<file path="src/rtl/sprite_animator_pkg.sv">
// Shared types and constants for the sprite animator slice.
// Optional build macro: SPRITE_FLIP_EN (horizontal mirror support).
package sprite_pkg;

    localparam int COORD_W  = 10;
    localparam int SCREEN_W = 640;
    localparam int SCREEN_H = 480;

    typedef enum logic [1:0] {
        IDLE = 2'd0,
        PLAY = 2'd1,
        DONE = 2'd2
    } anim_state_t;

    // $clog2 that never yields a zero-width vector.
    function automatic int clog2_min1(input int v);
        return (v > 1) ? $clog2(v) : 1;
    endfunction

endpackage

</file>
<file path="src/rtl/sprite_animator_if.sv">
// Sprite ROM bus: registered address out, synchronous read data back one cycle later.
// Optional build macro: SPRITE_FLIP_EN (no effect on this bus).
interface sprite_animator_if #(
    parameter int IDX_W  = 3,
    parameter int ADDR_W = 14
);
    logic [ADDR_W-1:0] rom_address;
    logic [IDX_W-1:0]  rom_q;

    // The renderer drives the address; the ROM returns data.
    modport master (output rom_address, input rom_q);
    modport slave  (input rom_address, output rom_q);
endinterface

</file>
<file path="src/rtl/sprite_anim_ctrl.sv">
// Animation sequencer: IDLE/PLAY/DONE FSM with tick and frame counters.
// Paced by frame_start; play restarts from frame 0 and overrides a same-cycle tick.
// Optional build macro: SPRITE_FLIP_EN (no effect on this module).
module sprite_anim_ctrl
    import sprite_pkg::*;
#(
    parameter int FRAMES      = 4,
    parameter int FRAME_TICKS = 6,
    parameter int FW          = 2
) (
    input  logic          vga_clk,
    input  logic          reset_n,
    input  logic          frame_start,
    input  logic          play,
    input  logic          loop_mode,
    output logic [FW-1:0] anim_frame,
    output logic          anim_done,
    output logic [1:0]    anim_state
);
    localparam int TW = clog2_min1(FRAME_TICKS);
    localparam logic [1:0] ST_IDLE = IDLE;
    localparam logic [1:0] ST_PLAY = PLAY;
    localparam logic [1:0] ST_DONE = DONE;

    logic [1:0]    state_q, state_d;
    logic [TW-1:0] tick_q, tick_d;
    logic [FW-1:0] frame_q, frame_d;
    logic          done_q, done_d;

    // Next-state: play restarts; otherwise frame_start advances tick/frame while playing.
    always_comb begin
        state_d = state_q;
        tick_d  = tick_q;
        frame_d = frame_q;
        done_d  = done_q;
        if (play) begin
            state_d = ST_PLAY;
            tick_d  = '0;
            frame_d = '0;
            done_d  = 1'b0;
        end else if (frame_start && state_q == ST_PLAY) begin
            if (tick_q == TW'(FRAME_TICKS - 1)) begin
                tick_d = '0;
                if (frame_q == FW'(FRAMES - 1)) begin
                    // loop_mode only matters here, at the last-frame decision.
                    if (loop_mode) begin
                        frame_d = '0;
                    end else begin
                        state_d = ST_DONE;
                        done_d  = 1'b1;
                    end
                end else begin
                    frame_d = frame_q + 1'b1;
                end
            end else begin
                tick_d = tick_q + 1'b1;
            end
        end
    end

    // State registers, cleared asynchronously to IDLE / frame 0.
    always_ff @(posedge vga_clk or negedge reset_n) begin
        if (!reset_n) begin
            state_q <= ST_IDLE;
            tick_q  <= '0;
            frame_q <= '0;
            done_q  <= 1'b0;
        end else begin
            state_q <= state_d;
            tick_q  <= tick_d;
            frame_q <= frame_d;
            done_q  <= done_d;
        end
    end

    assign anim_frame = frame_q;
    assign anim_done  = done_q;
    assign anim_state = state_q;

endmodule

</file>
<file path="src/rtl/sprite_animator.sv">
// Positioned, upscaled, multi-frame sprite renderer. Pixel path is 3 cycles
// from DrawX/DrawY/blank to pix_index/pix_valid, one pixel per cycle:
//   N: hit test + local offsets, N+1: rom_address, N+2: rom_q, N+3: outputs.
// Optional build macro: SPRITE_FLIP_EN enables the horizontal mirror on flip.
module sprite_animator
    import sprite_pkg::*;
#(
    parameter int W           = 50,
    parameter int H           = 64,
    parameter int FRAMES      = 4,
    parameter int SCALE_SH    = 0,
    parameter int IDX_W       = 3,
    parameter int TRANSP_IDX  = 0,
    parameter int FRAME_TICKS = 6,
    parameter int ADDR_W      = $clog2(FRAMES * W * H),
    localparam int FW         = clog2_min1(FRAMES)
) (
    input  logic               vga_clk,
    input  logic               reset_n,
    input  logic [COORD_W-1:0] DrawX,
    input  logic [COORD_W-1:0] DrawY,
    input  logic               blank,
    input  logic               frame_start,
    input  logic [COORD_W-1:0] sprite_x,
    input  logic [COORD_W-1:0] sprite_y,
    input  logic               enable,
    input  logic               play,
    input  logic               loop_mode,
    input  logic               flip,
    sprite_animator_if.master  rom,
    output logic [IDX_W-1:0]   pix_index,
    output logic               pix_valid,
    output logic [FW-1:0]      anim_frame,
    output logic               anim_done,
    output logic [1:0]         anim_state
);
    localparam int CW1  = COORD_W + 1;
    localparam int LX_W = clog2_min1(W);
    localparam int LY_W = clog2_min1(H);
    localparam logic [COORD_W:0]  SPAN_X   = CW1'(W << SCALE_SH);
    localparam logic [COORD_W:0]  SPAN_Y   = CW1'(H << SCALE_SH);
    localparam logic [ADDR_W-1:0] FRAME_SZ = ADDR_W'(W * H);
    localparam logic [ADDR_W-1:0] ROW_SZ   = ADDR_W'(W);

    logic [COORD_W-1:0] pos_x_q, pos_y_q;
    logic [COORD_W:0]   dx_c, dy_c;
    logic               in_box_c;
    logic [LX_W-1:0]    lx_c, lx_s1_q;
    logic [LY_W-1:0]    ly_c, ly_s1_q;
    logic               in_box_s1_q, vis_s1_q, show_s2_q, show_s3_q;
    logic [ADDR_W-1:0]  rom_address_d, rom_address_q;
    logic [IDX_W-1:0]   pix_index_q;
    logic               pix_valid_q;

    sprite_anim_ctrl #(
        .FRAMES      (FRAMES),
        .FRAME_TICKS (FRAME_TICKS),
        .FW          (FW)
    ) u_ctrl (
        .vga_clk     (vga_clk),
        .reset_n     (reset_n),
        .frame_start (frame_start),
        .play        (play),
        .loop_mode   (loop_mode),
        .anim_frame  (anim_frame),
        .anim_done   (anim_done),
        .anim_state  (anim_state)
    );

    // Position is taken once per video frame so the sprite never tears mid-frame.
    always_ff @(posedge vga_clk or negedge reset_n) begin
        if (!reset_n) begin
            pos_x_q <= '0;
            pos_y_q <= '0;
        end else if (frame_start) begin
            pos_x_q <= sprite_x;
            pos_y_q <= sprite_y;
        end
    end

`ifdef SPRITE_FLIP_EN
    logic flip_q;
    // Mirror select travels with the position so it also switches only between frames.
    always_ff @(posedge vga_clk or negedge reset_n) begin
        if (!reset_n)         flip_q <= 1'b0;
        else if (frame_start) flip_q <= flip;
    end
`else
    logic unused_flip;
    assign unused_flip = flip;
`endif

    // Hit test in 11 bits (no wrap at the screen edge) and sprite-local offsets.
    always_comb begin
        dx_c     = {1'b0, DrawX} - {1'b0, pos_x_q};
        dy_c     = {1'b0, DrawY} - {1'b0, pos_y_q};
        in_box_c = (DrawX >= pos_x_q) && (dx_c < SPAN_X) &&
                   (DrawY >= pos_y_q) && (dy_c < SPAN_Y);
        lx_c     = '0;
        ly_c     = '0;
        // Offsets are forced to 0 outside the box so the address stays in range.
        if (in_box_c) begin
            lx_c = LX_W'(dx_c >> SCALE_SH);
            ly_c = LY_W'(dy_c >> SCALE_SH);
`ifdef SPRITE_FLIP_EN
            if (flip_q) lx_c = LX_W'(W - 1) - lx_c;
`endif
        end
    end

    // ROM address: frame base plus row/column, all constant multiplies.
    always_comb begin
        rom_address_d = ADDR_W'(anim_frame) * FRAME_SZ
                      + ADDR_W'(ly_s1_q) * ROW_SZ
                      + ADDR_W'(lx_s1_q);
    end

    // Pixel pipeline: visibility flags ride alongside the address/data.
    always_ff @(posedge vga_clk or negedge reset_n) begin
        if (!reset_n) begin
            in_box_s1_q   <= 1'b0;
            vis_s1_q      <= 1'b0;
            lx_s1_q       <= '0;
            ly_s1_q       <= '0;
            rom_address_q <= '0;
            show_s2_q     <= 1'b0;
            show_s3_q     <= 1'b0;
            pix_index_q   <= '0;
            pix_valid_q   <= 1'b0;
        end else begin
            in_box_s1_q   <= in_box_c;
            vis_s1_q      <= blank & enable;
            lx_s1_q       <= lx_c;
            ly_s1_q       <= ly_c;
            rom_address_q <= rom_address_d;
            show_s2_q     <= in_box_s1_q & vis_s1_q;
            show_s3_q     <= show_s2_q;
            pix_index_q   <= rom.rom_q;
            pix_valid_q   <= show_s3_q && (rom.rom_q != IDX_W'(TRANSP_IDX));
        end
    end

    assign rom.rom_address = rom_address_q;
    assign pix_index       = pix_index_q;
    assign pix_valid       = pix_valid_q;

endmodule

</file>
<file path="src/flat_wrapper.sv">
// flat-port wrapper written by rule: the top's interface ports become plain ports
module sprite_animator_flat import sprite_pkg::*;
#(
    parameter int W           = 50,
    parameter int H           = 64,
    parameter int FRAMES      = 4,
    parameter int SCALE_SH    = 0,
    parameter int IDX_W       = 3,
    parameter int TRANSP_IDX  = 0,
    parameter int FRAME_TICKS = 6,
    parameter int ADDR_W      = $clog2(FRAMES * W * H),
    localparam int FW         = clog2_min1(FRAMES)
)
  (vga_clk, reset_n, DrawX, DrawY, blank, frame_start, sprite_x, sprite_y, enable, play, loop_mode, flip, pix_index, pix_valid, anim_frame, anim_done, anim_state, rom_rom_address, rom_rom_q);
  sprite_animator_if #(.IDX_W(IDX_W), .ADDR_W(ADDR_W)) rom_i ();
  input  logic vga_clk;
  input  logic reset_n;
  input  logic [COORD_W-1:0] DrawX;
  input  logic [COORD_W-1:0] DrawY;
  input  logic blank;
  input  logic frame_start;
  input  logic [COORD_W-1:0] sprite_x;
  input  logic [COORD_W-1:0] sprite_y;
  input  logic enable;
  input  logic play;
  input  logic loop_mode;
  input  logic flip;
  output logic [IDX_W-1:0] pix_index;
  output logic pix_valid;
  output logic [FW-1:0] anim_frame;
  output logic anim_done;
  output logic [1:0] anim_state;
  output wire logic [$bits(rom_i.rom_address)-1:0] rom_rom_address;
  input wire logic [$bits(rom_i.rom_q)-1:0] rom_rom_q;
  assign rom_rom_address = rom_i.rom_address;
  assign rom_i.rom_q = rom_rom_q;
  sprite_animator #(.W(W), .H(H), .FRAMES(FRAMES), .SCALE_SH(SCALE_SH), .IDX_W(IDX_W), .TRANSP_IDX(TRANSP_IDX), .FRAME_TICKS(FRAME_TICKS), .ADDR_W(ADDR_W)) u_core (.vga_clk(vga_clk), .reset_n(reset_n), .DrawX(DrawX), .DrawY(DrawY), .blank(blank), .frame_start(frame_start), .sprite_x(sprite_x), .sprite_y(sprite_y), .enable(enable), .play(play), .loop_mode(loop_mode), .flip(flip), .rom(rom_i), .pix_index(pix_index), .pix_valid(pix_valid), .anim_frame(anim_frame), .anim_done(anim_done), .anim_state(anim_state));
endmodule
</file>
<file path="config.mk">
export PLATFORM = sky130hd
export DESIGN_NAME = sprite_animator_flat
export DESIGN_NICKNAME = d
export VERILOG_FILES = /design/src/rtl/sprite_animator_pkg.sv /design/src/rtl/sprite_animator_if.sv /design/src/rtl/sprite_anim_ctrl.sv /design/src/rtl/sprite_animator.sv /design/src/flat_wrapper.sv
export SDC_FILE = /design/constraint.sdc
export NUM_CORES = 1
export LEC_CHECK = 0
export ABC_AREA = 0
export BUFFER_PORTS_ARGS = -buffer_cell sky130_fd_sc_hd__buf_4
export CAP_MARGIN = 25
export CORE_ASPECT_RATIO = 0.75
export CORE_UTILIZATION = 51
export CTS_CLUSTER_SIZE = 40
export DETAILED_ROUTE_END_ITERATION = 8
export PLACE_DENSITY = 0.78
export REMOVE_ABC_BUFFERS = 1
export SETUP_SLACK_MARGIN = 0.1
export SLEW_MARGIN = 20
export SYNTH_ARGS = -nofsm -noshare
export SYNTH_HDL_FRONTEND = slang
export SYNTH_SLANG_ARGS = --single-unit
</file>
<file path="constraint.sdc">
create_clock -name vga_clk -period 3.2 [get_ports vga_clk]
set_clock_uncertainty 0.05 [all_clocks]
set_input_delay 0 -clock vga_clk [delete_from_list [all_inputs] [get_ports vga_clk]]
set_output_delay 0 -clock vga_clk [all_outputs]
set_load 0.02 [all_outputs]
</file>
* Word level (Yosys, flattened, before mapping)
Index checks and enable logic that the tools add are counted.
** Operators by class
- Add/subtract/negate cells :: 6
- Multiply operators :: 2
- Magnitude comparators :: 4
- Equality and inequality tests :: 5
- Multiplexer cells :: 20
- Bitwise logic cells :: 2
- Reductions and logical operators :: 11
** Operators by type and width (number)
- $sub 10x10->11 :: 2
- $ge 10x10->1 :: 2
- $mux 2 :: 10
- $add 14x12->14 :: 1
- $add 14x6->14 :: 1
- $mux 6 :: 2
- $lt 11x6->1 const B :: 1
- $lt 11x7->1 const B :: 1
- $mul 6x5->11 const B :: 1
- $mux 3 :: 3
- $mul 2x5->7 const B :: 1
- $reduce_bool 2->1 :: 3
- $logic_and 1x1->1 :: 5
- $mux 1 :: 5
- $reduce_and 4->1 :: 1
- $add 3x1->3 const B :: 1
- $eq 3x3->1 const B :: 1
- $ne 3x3->1 const B :: 1
- $reduce_and 3->1 :: 1
- $reduce_bool 3->1 :: 1
- $add 2x1->2 const B :: 1
- $and 1x1->1 :: 2
- $eq 2x1->1 const B :: 1
- $eq 2x2->1 const B :: 1
- $ne 2x2->1 const B :: 1
** Word-level totals
- Bits in registers :: 62
- Input port bits :: 51
- Output and inout port bits :: 23
- Logic and storage cells :: 65

* Logic depth before layout (Yosys ltp)
Gate-level depths: netlist of the first run.
- Depth after elaboration :: 6
- Mapped depth :: 14
- Mapped depth without buffers :: 14

* Cells and area by module
From an unflattened synthesis of the first run, not the netlist that was laid out.
** Unflattened totals
- Cells, all modules :: 393
- Area, all modules :: 3901.2 um^2
** Modules (own cells, without submodules)
- sprite_animator :: instances 1, cells an instance 360, area an instance 3524.6 um^2, seq. area each 1351.3 um^2
- sprite_anim_ctrl :: instances 1, cells an instance 33, area an instance 376.6 um^2, seq. area each 175.2 um^2

* Least setup slack after synthesis of the first run
OpenSTA, ideal clock, no wires.
- Path kind :: register -> register
- Start point :: register u_core.ly_s1_q[1]
- End point :: register u_core.rom_address_q[12] (netlist: u_core.rom.rom_address[12])
- Library setup time :: 80 ps
- Data arrival time :: 3227 ps
- Required time :: 3070 ps
- Slack :: -157 ps
- Cell stages (with the launch flop) :: 13
- Buffers on the path :: 0
- Period minus slack after synthesis :: 3357 ps
- Cell sequence :: dfrtp_1 > ha_1 > ha_1 > ha_1 > ha_1 > a21o_1 > a21oi_1 > xnor2_1 > ha_1 > or4_1 > a41o_1 > a21oi_1 > xnor2_1
** On the way
- Word-level cells in the longest chain between the ends :: 3
** Ends and longest elaborated chain
- start, declared :: RTL line sprite_animator.sv:49 : logic [LY_W-1:0] ly_c, ly_s1_q;
- start signal, assigned :: RTL line sprite_animator.sv:134 : ly_s1_q <= ly_c;
- $mul 6x5->11 :: RTL line sprite_animator.sv:114 : + ADDR_W'(ly_s1_q) * ROW_SZ
- $add 14x12->14 :: RTL line sprite_animator.sv:114
- $add 14x6->14 :: RTL line sprite_animator.sv:115 : + ADDR_W'(lx_s1_q);
- via u_core.rom_address_d[12] :: RTL line sprite_animator.sv:51 : logic [ADDR_W-1:0] rom_address_d, rom_address_q;
- end signal, assigned :: RTL line sprite_animator.sv:135 : rom_address_q <= rom_address_d;
- end, declared :: RTL line sprite_animator.sv:51
The timed path passes the listed nets, and every way through them passes these cells.
A chain may end at the register's enable or synchronous reset.

* Worst setup path in the final report of the first run
- Start point :: register u_core.ly_s1_q[1]
- End point :: register u_core.rom_address_q[13] (netlist: u_core.rom.rom_address[13])
Same word-level chain as after synthesis.

==> run_results.csv, run 1 <==
group,metric,value,unit
run_status,status,"finished with violations",
run_status,violations,"negative setup slack",
timing,finalCritPeriodShare,1.01,
synth,synth_ff_type,"dfrtp_1",
synth,yosysWarnings,0,
synth,synth.distinct_cells,50,
synth,synth_top_family_by_area,"adder cells",
critical_path,worstSetupStartpointType,"flip-flop",
critical_path,critPathKind,"flip-flop to flip-flop",
grt,grt_max_degree,62,
floorplan,die_area,7920,µm²
power_and_ir_drop,p_leak,2.70,nW
finish,area_growth,40.4,%
routing,drt-total-wl,8400,µm
synth,synth_fa_ha_area_frac,0.199,
synth,synthXorXnorAreaFrac,0.0681,
grt,grtUsageTotal,0.229,
hold_path,min_from,"DrawY[0]",
timing,period_minus_slack,3.24,ns
grt,grt_pass1_wl,14000,µm
floorplan,start_util,0.526,
routing,drtPass1Iterations,6,
clock_network,cts_buffers,9,
critical_path,crit_required,3.37,ns
clock_network,cts-root-buf,"clkbuf_8",
grt,grt_overflow,0,
grt,top_usage_layer,"met2",
synth,synth_edf_count,0,
timing,worst_pin_slew,0.750,ns
grt,use_met1,0.255,
floorplan,die-height,77.3,µm
grt,grt_use_met2,0.413,
synth,synth_async_sr_flop_share,1.00,
synth,synth_area_per_cell,9.84,µm²
hold_path,hold_end,"u_core.ly_s1_q[0]",
grt,grt_pass1_vias,3276,
timing,maxSlewViolCount,0,
synth,synth-seq-cells,61,
synth,synth-simple-area-share,0.139,
clock_network,clk_latency,0.34,ns
timing,slew_headroom,0.500,
clock_network,ctsLongestPathBuffers,2,
floorplan,dieWidth,102,µm
flow_run,maxCapViolCount,0,
hold_path,hold_path_class,"input port to flip-flop",
finish,diodes,0,
grt,use_met3,0.0529,
clock_network,clock_sinks,61,
routing,drc,0,
power_and_ir_drop,p_per_area,417,nW/µm²
synth,netlist_area,3860,µm²
critical_path,r2r_start,"u_core.ly_s1_q[1]",
synth,synth-compound-area-share,0.142,
timing,hold_viol,0,
routing,routed_via_density,5.18,
place,post-dp-hpwl,5790,µm
timing,grt_setup_unrepaired,"true",
critical_path,rrSetupSlack,-0.04,ns
power_and_ir_drop,ir_drop,225,µV
timing,whs,0.0236,ns
finish,final_cell_mix,"92 x buf_4, 60 x dfrtp_1, 40 x inv_1, 40 x ha_1",
synth,muxShareOfSynthArea,0.00584,
floorplan,core_area,7330,µm²
timing,finalWorstSetupSlack,-0.0355,ns
grt,antenna_found_initial,0,
floorplan,boundaryPins,74,
finish,final_common_cell,"buf_4",
place,port_buffers,72,
place,gp_congestion,0.801,
critical_path,cp.arrival,3.41,ns
finish,layout-drive-gt1-share,0.302,
clock_network,cts_tree,"built",
synth,synth_cells,392,
hold_path,hold_depth,4,
routing,drt_iter0_markers,65,
routing,avgRoutedWirePerCell,13.5,µm
place,place_area,4620,µm²
critical_path,cp-startpoint,"u_core.ly_s1_q[1]",
critical_path,worst-path-max-fanout,3,
power_and_ir_drop,total_power,2.26,mW
timing,fmax,309,MHz
clock_network,htree_levels,3,
finish,final_net_count,628,
finish,finish.utilization,0.739,
finish,finalInstanceArea,5420,µm²
timing,setup_viol,2,
clock_network,clk_pin_slew,0.07,ns
critical_path,r2r-end,"u_core.rom.rom_address[13]",
critical_path,worstRegToRegCells,15,
critical_path,endpoint_kind,"flip-flop",
routing,vias,3235,
routing,antenna_left,0,
synth,yosysSeqAreaShare,0.396,
floorplan,rows,27,
report_power, final:
group / total [mW] / switching, mW / internal, mW
Combinational: 0.574 / 0.298 / 0.276
Sequential: 0.842 / 0.0251 / 0.817
Clock: 0.841 / 0.320 / 0.521
registers in the layout, summed over array words and instances (netlist names):
register and count:
u_core.pos_x_q 10, u_core.ly_s1_q 6, u_core.vis_s1_q 1, u_core.u_ctrl.anim_frame 2, u_core.u_ctrl.tick_q 3, u_core.u_ctrl.anim_state 2, u_core.lx_s1_q 6, u_core.in_box_s1_q 1
u_core.show_s2_q 1, u_core.pix_valid 1, u_core.pix_index 3, u_core.show_s3_q 1, u_core.pos_y_q 10, u_core.rom.rom_address 14
worst max-delay path, stage by stage (launching register included):
cell,delay (ns)
dfrtp_1,0.43
buf_6,0.14
ha_4,0.15
ha_4,0.24
ha_4,0.26
ha_4,0.23
a21o_1,0.17
a21oi_2,0.18
buf_4,0.15
o21bai_4,0.05
a21oi_2,0.16
xnor2_1,0.11
ha_1,0.35
a311oi_2,0.23
nor2_1,0.08
xor2_1,0.15
worst max-delay path by stage:
stage / end / slack [ns]
finish: u_core.rom.rom_address[13] / -0.04
global route: u_core.rom.rom_address[13] / -0.15
CTS: u_core.rom.rom_address[13] / 0.007
detailed placement: u_core.rom.rom_address[12] / -0.31
global placement: u_core.rom.rom_address[12] / -0.21
floorplan: u_core.rom.rom_address[12] / -0.16
through the flow:
step                setup slack, ns  TNS (ns)  cells
floorplan                    -0.157    -0.250    385
CTS                         0.00731         0    622
detailed placement           -0.311    -0.857    576
finish                      -0.0355   -0.0662    624
global route                 -0.152    -0.367    624
global placement             -0.214    -0.484    576
synth_stat cells (2+ instances only):
master    instances  area, µm²
nand2_1          32        120
a41oi_1           2       17.5
xnor2_1          21        184
nor2_1           18       67.6
nand4_1           4       25.0
fa_1              4       80.1
mux2_2            2       22.5
o21bai_1          2       15.0
a211oi_1          4       30.0
and2_1            2       12.5
nand2b_1          4       25.0
clkbuf_1          4       15.0
a21o_1            6       45.0
xor2_1            9       78.8
inv_1            41        154
o22ai_1           2       12.5
o21a_1            5       37.5
or3_1             2       12.5
a31oi_1           5       31.3
nor3_1           10       50.1
dfrtp_1          61       1530
nand3_1           6       30.0
ha_1             55        688
nor2b_1           5       31.3
a21oi_1          19       95.1
nor2_2            8       50.1
or2_2             2       12.5
o21ai_0          34        170
o31a_1            2       17.5
cells by family after synthesis:
logic type / Yosys count
AOI/OAI and AO/OA: 89
xor gates and xnor gates: 30
adders and majority gates: 59
buffers and inverters: 48
DFF: 61
muxes: 2
and+or+nand+nor: 103
final cells by class:
type | instances | area (µm²)
Multi-Input combinational cell | 283 | 2370
Fill cell | 516 | 1910
Sequential cell | 61 | 1530
Timing Repair Buffer | 122 | 992
Inverter | 41 | 154
Tap cell | 101 | 126
Clock buffer | 9 | 124
Clock inverter | 7 | 123
layer usage:
layer / vias up / routed length (µm)
met2: 100 / 4280
met4: 0 / 179
met1: 1517 / 3590
li1: 1599 / -
met5: - / 0
met3: 19 / 350
what timing repair did:
item                                    4_1_cts  5_1_grt
resized for setup                            19       15
endpoints found under the hold margin        94        0
pin swaps                                    15       12
hold buffers                                 29        0
endpoints found under the setup margin        5        5
setup buffers                                 1        2
(Power assumes the default switching activity.)
==> inputs of run 2 (changes only) <==
--- a/config.mk
+++ b/config.mk
@@ -15,6 +15,7 @@
 export PLACE_DENSITY = 0.78
 export REMOVE_ABC_BUFFERS = 1
 export SETUP_SLACK_MARGIN = 0.1
+export SKIP_LAST_GASP = 1
 export SLEW_MARGIN = 20
 export SYNTH_ARGS = -nofsm -noshare
 export SYNTH_HDL_FRONTEND = slang
==> run 2 against run 1 <==
  * Critical path type unchanged
  * Via count unchanged
  * Largest cell class unchanged
  * Clock power about the same
  * Clock-buffer cell count is the same
  * The run still ends with negative setup slack left
  * Die area did not move
  * Critical endpoint unchanged
  * Largest power group unchanged
  * Final area unchanged
==> run_results.csv, run 2 (same netlist as run 1, synthesis figures left out) <==
group,metric,value,unit
timing,period_minus_slack,3.24,ns
timing,finalWorstSetupSlack,-0.0355,ns
floorplan,die-height,77.3,µm
clock_network,clk_latency,0.34,ns
timing,hold_viol,0,
grt,grt_max_degree,62,
critical_path,worst-path-max-fanout,3,
timing,whs,0.0235,ns
critical_path,cp.arrival,3.41,ns
routing,avgRoutedWirePerCell,13.5,µm
clock_network,clk_pin_slew,0.07,ns
finish,final_net_count,628,
clock_network,htree_levels,3,
critical_path,worstSetupStartpointType,"flip-flop",
place,gp_congestion,0.801,
grt,grt_pass1_wl,14000,µm
finish,area_growth,40.4,%
routing,vias,3235,
clock_network,clock_sinks,61,
finish,multi_input_area,2370,µm²
hold_path,hold_path_class,"input port to flip-flop",
routing,routed_via_density,5.18,
floorplan,die_area,7920,µm²
finish,final_common_cell,"buf_4",
run_status,status,"finished with violations",
timing,grt_setup_unrepaired,"true",
floorplan,boundaryPins,74,
routing,drc,0,
grt,grtUsageTotal,0.229,
grt,antenna_found_initial,0,
place,port_buffers,72,
floorplan,dieWidth,102,µm
finish,finalInstanceArea,5420,µm²
power_and_ir_drop,p_leak,2.70,nW
critical_path,r2r-end,"u_core.rom.rom_address[13]",
finish,num-fill-cells,516,
hold_path,hold_depth,4,
critical_path,worstRegToRegCells,15,
timing,fmax,309,MHz
finish,final_cell_mix,"92 x buf_4, 60 x dfrtp_1, 40 x inv_1, 40 x ha_1",
finish,final_cells,624,
run_status,violations,"negative setup slack",
critical_path,r2r_start,"u_core.ly_s1_q[1]",
timing,finalCritPeriodShare,1.01,
power_and_ir_drop,ir_drop,224,µV
finish,largest_reg_flops,14,
place,dp.cells,576,
critical_path,rrSetupSlack,-0.04,ns
grt,grt_overflow,0,
floorplan,start_util,0.526,
clock_network,cts_buffers,9,
timing,setup_viol,2,
timing,slew_headroom,0.499,
place,place_area,4620,µm²
routing,antenna_left,0,
timing,maxSlewViolCount,0,
floorplan,rows,27,
critical_path,endpoint_kind,"flip-flop",
floorplan,core_area,7330,µm²
flow_run,maxCapViolCount,0,
critical_path,critPathKind,"flip-flop to flip-flop",
finish,layout-drive-gt1-share,0.302,
grt,grt_pass1_vias,3276,
hold_path,min_from,"DrawY[0]",
power_and_ir_drop,total_power,2.26,mW
routing,drt_iter0_markers,67,
critical_path,crit_required,3.37,ns
hold_path,hold_end,"u_core.ly_s1_q[0]",
place,post-dp-hpwl,5790,µm
routing,drtPass1Iterations,4,
power_and_ir_drop,p_per_area,417,nW/µm²
finish,diodes,0,
routing,drt-total-wl,8400,µm
finish,register_area,1530,µm²
clock_network,cts-root-buf,"clkbuf_8",
timing,tns,-0.0662,ns
clock_network,cts_tree,"built",
clock_network,ctsLongestPathBuffers,2,
timing,worst_pin_slew,0.751,ns
[run 2: timing repair]
item	CTS	global route
hold buffers	29	0
pin swaps	15	12
buffers inserted	1	2
setup endpoints to repair	5	5
hold endpoints to repair	94	0
gates resized for setup	19	15
[run 2: worst max path at each step]
stage	startpoint	end	slack [ns]	depth (start not counted)
global route	u_core.ly_s1_q[1]	u_core.rom.rom_address[13]	-0.15	15
detailed placement	u_core.ly_s1_q[2]	u_core.rom.rom_address[12]	-0.31	12
finish	u_core.ly_s1_q[1]	u_core.rom.rom_address[13]	-0.04	15
floorplan	u_core.ly_s1_q[1]	u_core.rom.rom_address[12]	-0.16	12
CTS	u_core.ly_s1_q[1]	u_core.rom.rom_address[13]	0.007	15
global placement	u_core.ly_s1_q[2]	u_core.rom.rom_address[12]	-0.21	12
[run 2: stage by stage]
step,setup slack (ns),util
finish,-0.0355,0.739
global route,-0.152,0.739
CTS,0.00731,0.722
detailed placement,-0.311,0.630
global placement,-0.214,0.630
floorplan,-0.157,-
[run 2: critical path, stage by stage (launching register included)]
cell and delay (ns):
dfrtp_1 0.43, buf_6 0.14, ha_4 0.15, ha_4 0.24
ha_4 0.26, ha_4 0.23, a21o_1 0.17, a21oi_2 0.18
buf_4 0.15, o21bai_4 0.05, a21oi_2 0.16, xnor2_1 0.11
ha_1 0.35, a311oi_2 0.23, nor2_1 0.08, xor2_1 0.15
[run 2: power by group]
part	leakage, nW	switching, mW	internal [mW]
Sequential	0.791	0.0252	0.817
Combinational	1.80	0.298	0.276
Clock	0.116	0.319	0.521
Total	2.70	0.643	1.61
[run 2: area by class of cell]
| class | instances | share of cell area |
|---|---|---|
| Multi-Input combinational cell | 283 | 0.438 |
| Tap cell | 101 | 0.0233 |
| Clock inverter | 7 | 0.0226 |
| Timing Repair Buffer | 122 | 0.183 |
| Sequential cell | 61 | 0.282 |
| Clock buffer | 9 | 0.0229 |
| Inverter | 41 | 0.0284 |
[run 2: routing by layer]
layer / wire (µm) / track usage / part of all wire / vias up
li1: - / - / - / 1599
met1: 3570 / 0.255 / 0.42 / 1518
met5: 0 / 0 / 0 / -
met2: 4300 / 0.413 / 0.51 / 99
met4: 179 / 0.0943 / 0.021 / 0
met3: 363 / 0.0529 / 0.043 / 19
==> inputs of run 3 (changes only) <==
--- a/config.mk
+++ b/config.mk
@@ -6,7 +6,7 @@
 export NUM_CORES = 1
 export LEC_CHECK = 0
 export ABC_AREA = 0
-export BUFFER_PORTS_ARGS = -buffer_cell sky130_fd_sc_hd__buf_4
+export BUFFER_PORTS_ARGS = -buffer_cell sky130_fd_sc_hd__buf_2
 export CAP_MARGIN = 25
 export CORE_ASPECT_RATIO = 0.75
 export CORE_UTILIZATION = 51
==> run 3 against run 2 <==
  * The run still ends with negative setup slack left
  * Clock-buffer cell count unchanged
  * Core utilization down 3.9 points
  * Sequential power about the same
  * Setup slack better by 0.015 ns
  * Total power down 9.3%
  * Final cell count up 0.32%
==> run_results.csv, run 3 (same netlist as run 1, synthesis figures left out) <==
group,metric,value,unit
finish,largest_reg_flops,14,
power_and_ir_drop,ir_drop,318,µV
clock_network,htree_levels,3,
hold_path,hold_path_class,"input port to flip-flop",
finish,diodes,0,
finish,area_growth,33.0,%
floorplan,die_area,7920,µm²
timing,finalWorstSetupSlack,-0.0210,ns
critical_path,critPathKind,"flip-flop to flip-flop",
critical_path,crit_end,"u_core.rom.rom_address[12]",
clock_network,clock_sinks,61,
run_status,status,"finished with violations",
flow_run,maxCapViolCount,0,
grt,grtUsageTotal,0.222,
routing,drtPass1Iterations,5,
routing,vias,3195,
finish,layout-drive-gt1-share,0.282,
routing,routed_via_density,5.10,
power_and_ir_drop,p_leak,2.65,nW
timing,fmax,310,MHz
power_and_ir_drop,p_per_area,399,nW/µm²
place,port_buffers,72,
finish,final_common_cell,"buf_2",
grt,grt_overflow,0,
critical_path,endpoint_kind,"flip-flop",
floorplan,die-height,77.3,µm
timing,worst_pin_slew,0.864,ns
clock_network,cts-root-buf,"clkbuf_8",
power_and_ir_drop,total_power,2.05,mW
place,place_area,4460,µm²
timing,finalCritPeriodShare,1.01,
clock_network,cts_tree,"built",
routing,avgRoutedWirePerCell,12.9,µm
critical_path,cp-startpoint,"u_core.ly_s1_q[1]",
routing,drc,0,
routing,antenna_left,0,
place,pre_cts_slack,-0.296,ns
routing,drt-total-wl,8050,µm
critical_path,worstRegToRegCells,16,
floorplan,start_util,0.526,
timing,slew_headroom,0.424,
finish,final_net_count,630,
floorplan,core_area,7330,µm²
run_status,violations,"negative setup slack",
timing,setup_viol,3,
grt,grt_max_degree,39,
place,gp_congestion,0.832,
timing,grt_setup_unrepaired,"true",
critical_path,rrSetupSlack,-0.02,ns
critical_path,cpMostUsedCell,"ha_4",
grt,grt_pass1_vias,3183,
routing,drt_iter0_markers,100,
timing,hold_viol,0,
critical_path,cp.arrival,3.43,ns
critical_path,r2r-end,"u_core.rom.rom_address[12]",
floorplan,dieWidth,102,µm
timing,period_minus_slack,3.22,ns
clock_network,clk_pin_slew,0.07,ns
finish,finish.utilization,0.700,
timing,tns,-0.0473,ns
critical_path,worstSetupStartpointType,"flip-flop",
critical_path,worst-path-max-fanout,3,
clock_network,cts_buffers,9,
critical_path,cp_slowest_cell,"dfrtp_1",
critical_path,crit_required,3.41,ns
clock_network,ctsLongestPathBuffers,2,
grt,grt_pass1_wl,13600,µm
finish,final_cell_mix,"72 x buf_2, 61 x dfrtp_1, 43 x ha_1",
floorplan,boundaryPins,74,
critical_path,worst_path_largest_cell_delay,0.41,ns
finish,finalInstanceArea,5130,µm²
critical_path,r2r_start,"u_core.ly_s1_q[1]",
timing,maxSlewViolCount,0,
critical_path,path_cells,"buf_6 > ha_4 > ha_4 > ha_4 > ha_4 > a21o_1 > a21oi_2 > buf_4 > xnor2_1 > ha_1 > buf_4 > a211oi_1 > nor2_1 > a41o_1 > a21oi_2 > xnor2_1",
place,post-dp-hpwl,5770,µm
clock_network,clk_latency,0.34,ns
floorplan,rows,27,
grt,antenna_found_initial,0,
==> run 3: changes by cell type in the layout (fill, tap and decap cells not counted), sizes merged <==
cell	delta
clkinv	+3
buf	+1
dlygate4sd3	+1
bufinv	-2
clkinvlp	-1
==> run 3: power breakdown <==
group / internal (mW) / switching [mW]
registers: 0.817 / 0.0239
logic: 0.237 / 0.288
clock network: 0.362 / 0.319
==> run 3: routing by layer <==
layer | routed length, µm | global-route usage | part of all wire
met1 | 3580 | 0.263 | 0.44
met2 | 3950 | 0.379 | 0.49
met3 | 399 | 0.0611 | 0.050
met4 | 123 | 0.0800 | 0.015
met5 | 0 | 0 | 0
==> run 3: how the worst min path moves through the flow <==
stage	cells after the start	slack, ns	endpoint	startpoint
after floorplan	0	-0.35	u_core.in_box_s1_q	reset_n
after global placement	1	0.08	u_core.pix_index[2]	rom_rom_q[2]
after detailed placement	1	0.08	u_core.pix_index[1]	rom_rom_q[1]
after CTS	4	0.02	u_core.ly_s1_q[0]	DrawY[0]
after global routing	4	0.03	u_core.ly_s1_q[0]	DrawY[0]
final	4	0.03	u_core.ly_s1_q[0]	DrawY[0]
==> run 3: critical path, delay by kind of cell (launching register included) <==
| kind | cells | cell delay (ns) |
|---|---|---|
| buffers and inverters | 3 | 0.41 |
| XOR/XNOR | 2 | 0.18 |
| AND/OR/NAND/NOR | 1 | 0.09 |
| flip-flops | 1 | 0.41 |
| adder cells (fa/ha/maj) | 5 | 1.08 |
| AO/OA/AOI/OAI | 5 | 0.92 |
==> run 3: timing repair <==
| action | in CTS | in global routing |
|---|---|---|
| setup endpoints to repair | 5 | 4 |
| resized for setup | 22 | 0 |
| setup buffers | 1 | 1 |
| pin swaps | 18 | 3 |
| hold buffers | 30 | 0 |
| hold endpoints to repair | 70 | 0 |
==> run 3: layout make-up <==
cell class	count	area [µm²]
clock buffers	9	124
clock inverters	7	73.8
fillers	557	2200
well taps	101	126
repair buffers	124	830
multi-input cells	283	2300
inverters	41	154
flip-flops and latches	61	1530
==> run 3: through the flow <==
| stage | hold WS [ns] | instances |
|---|---|---|
| finish | 0.0277 | 626 |
| detailed placement | 0.0783 | 578 |
| global route | 0.0290 | 626 |
| global placement | 0.0763 | 578 |
| floorplan | -0.346 | 385 |
| CTS | 0.0182 | 625 |
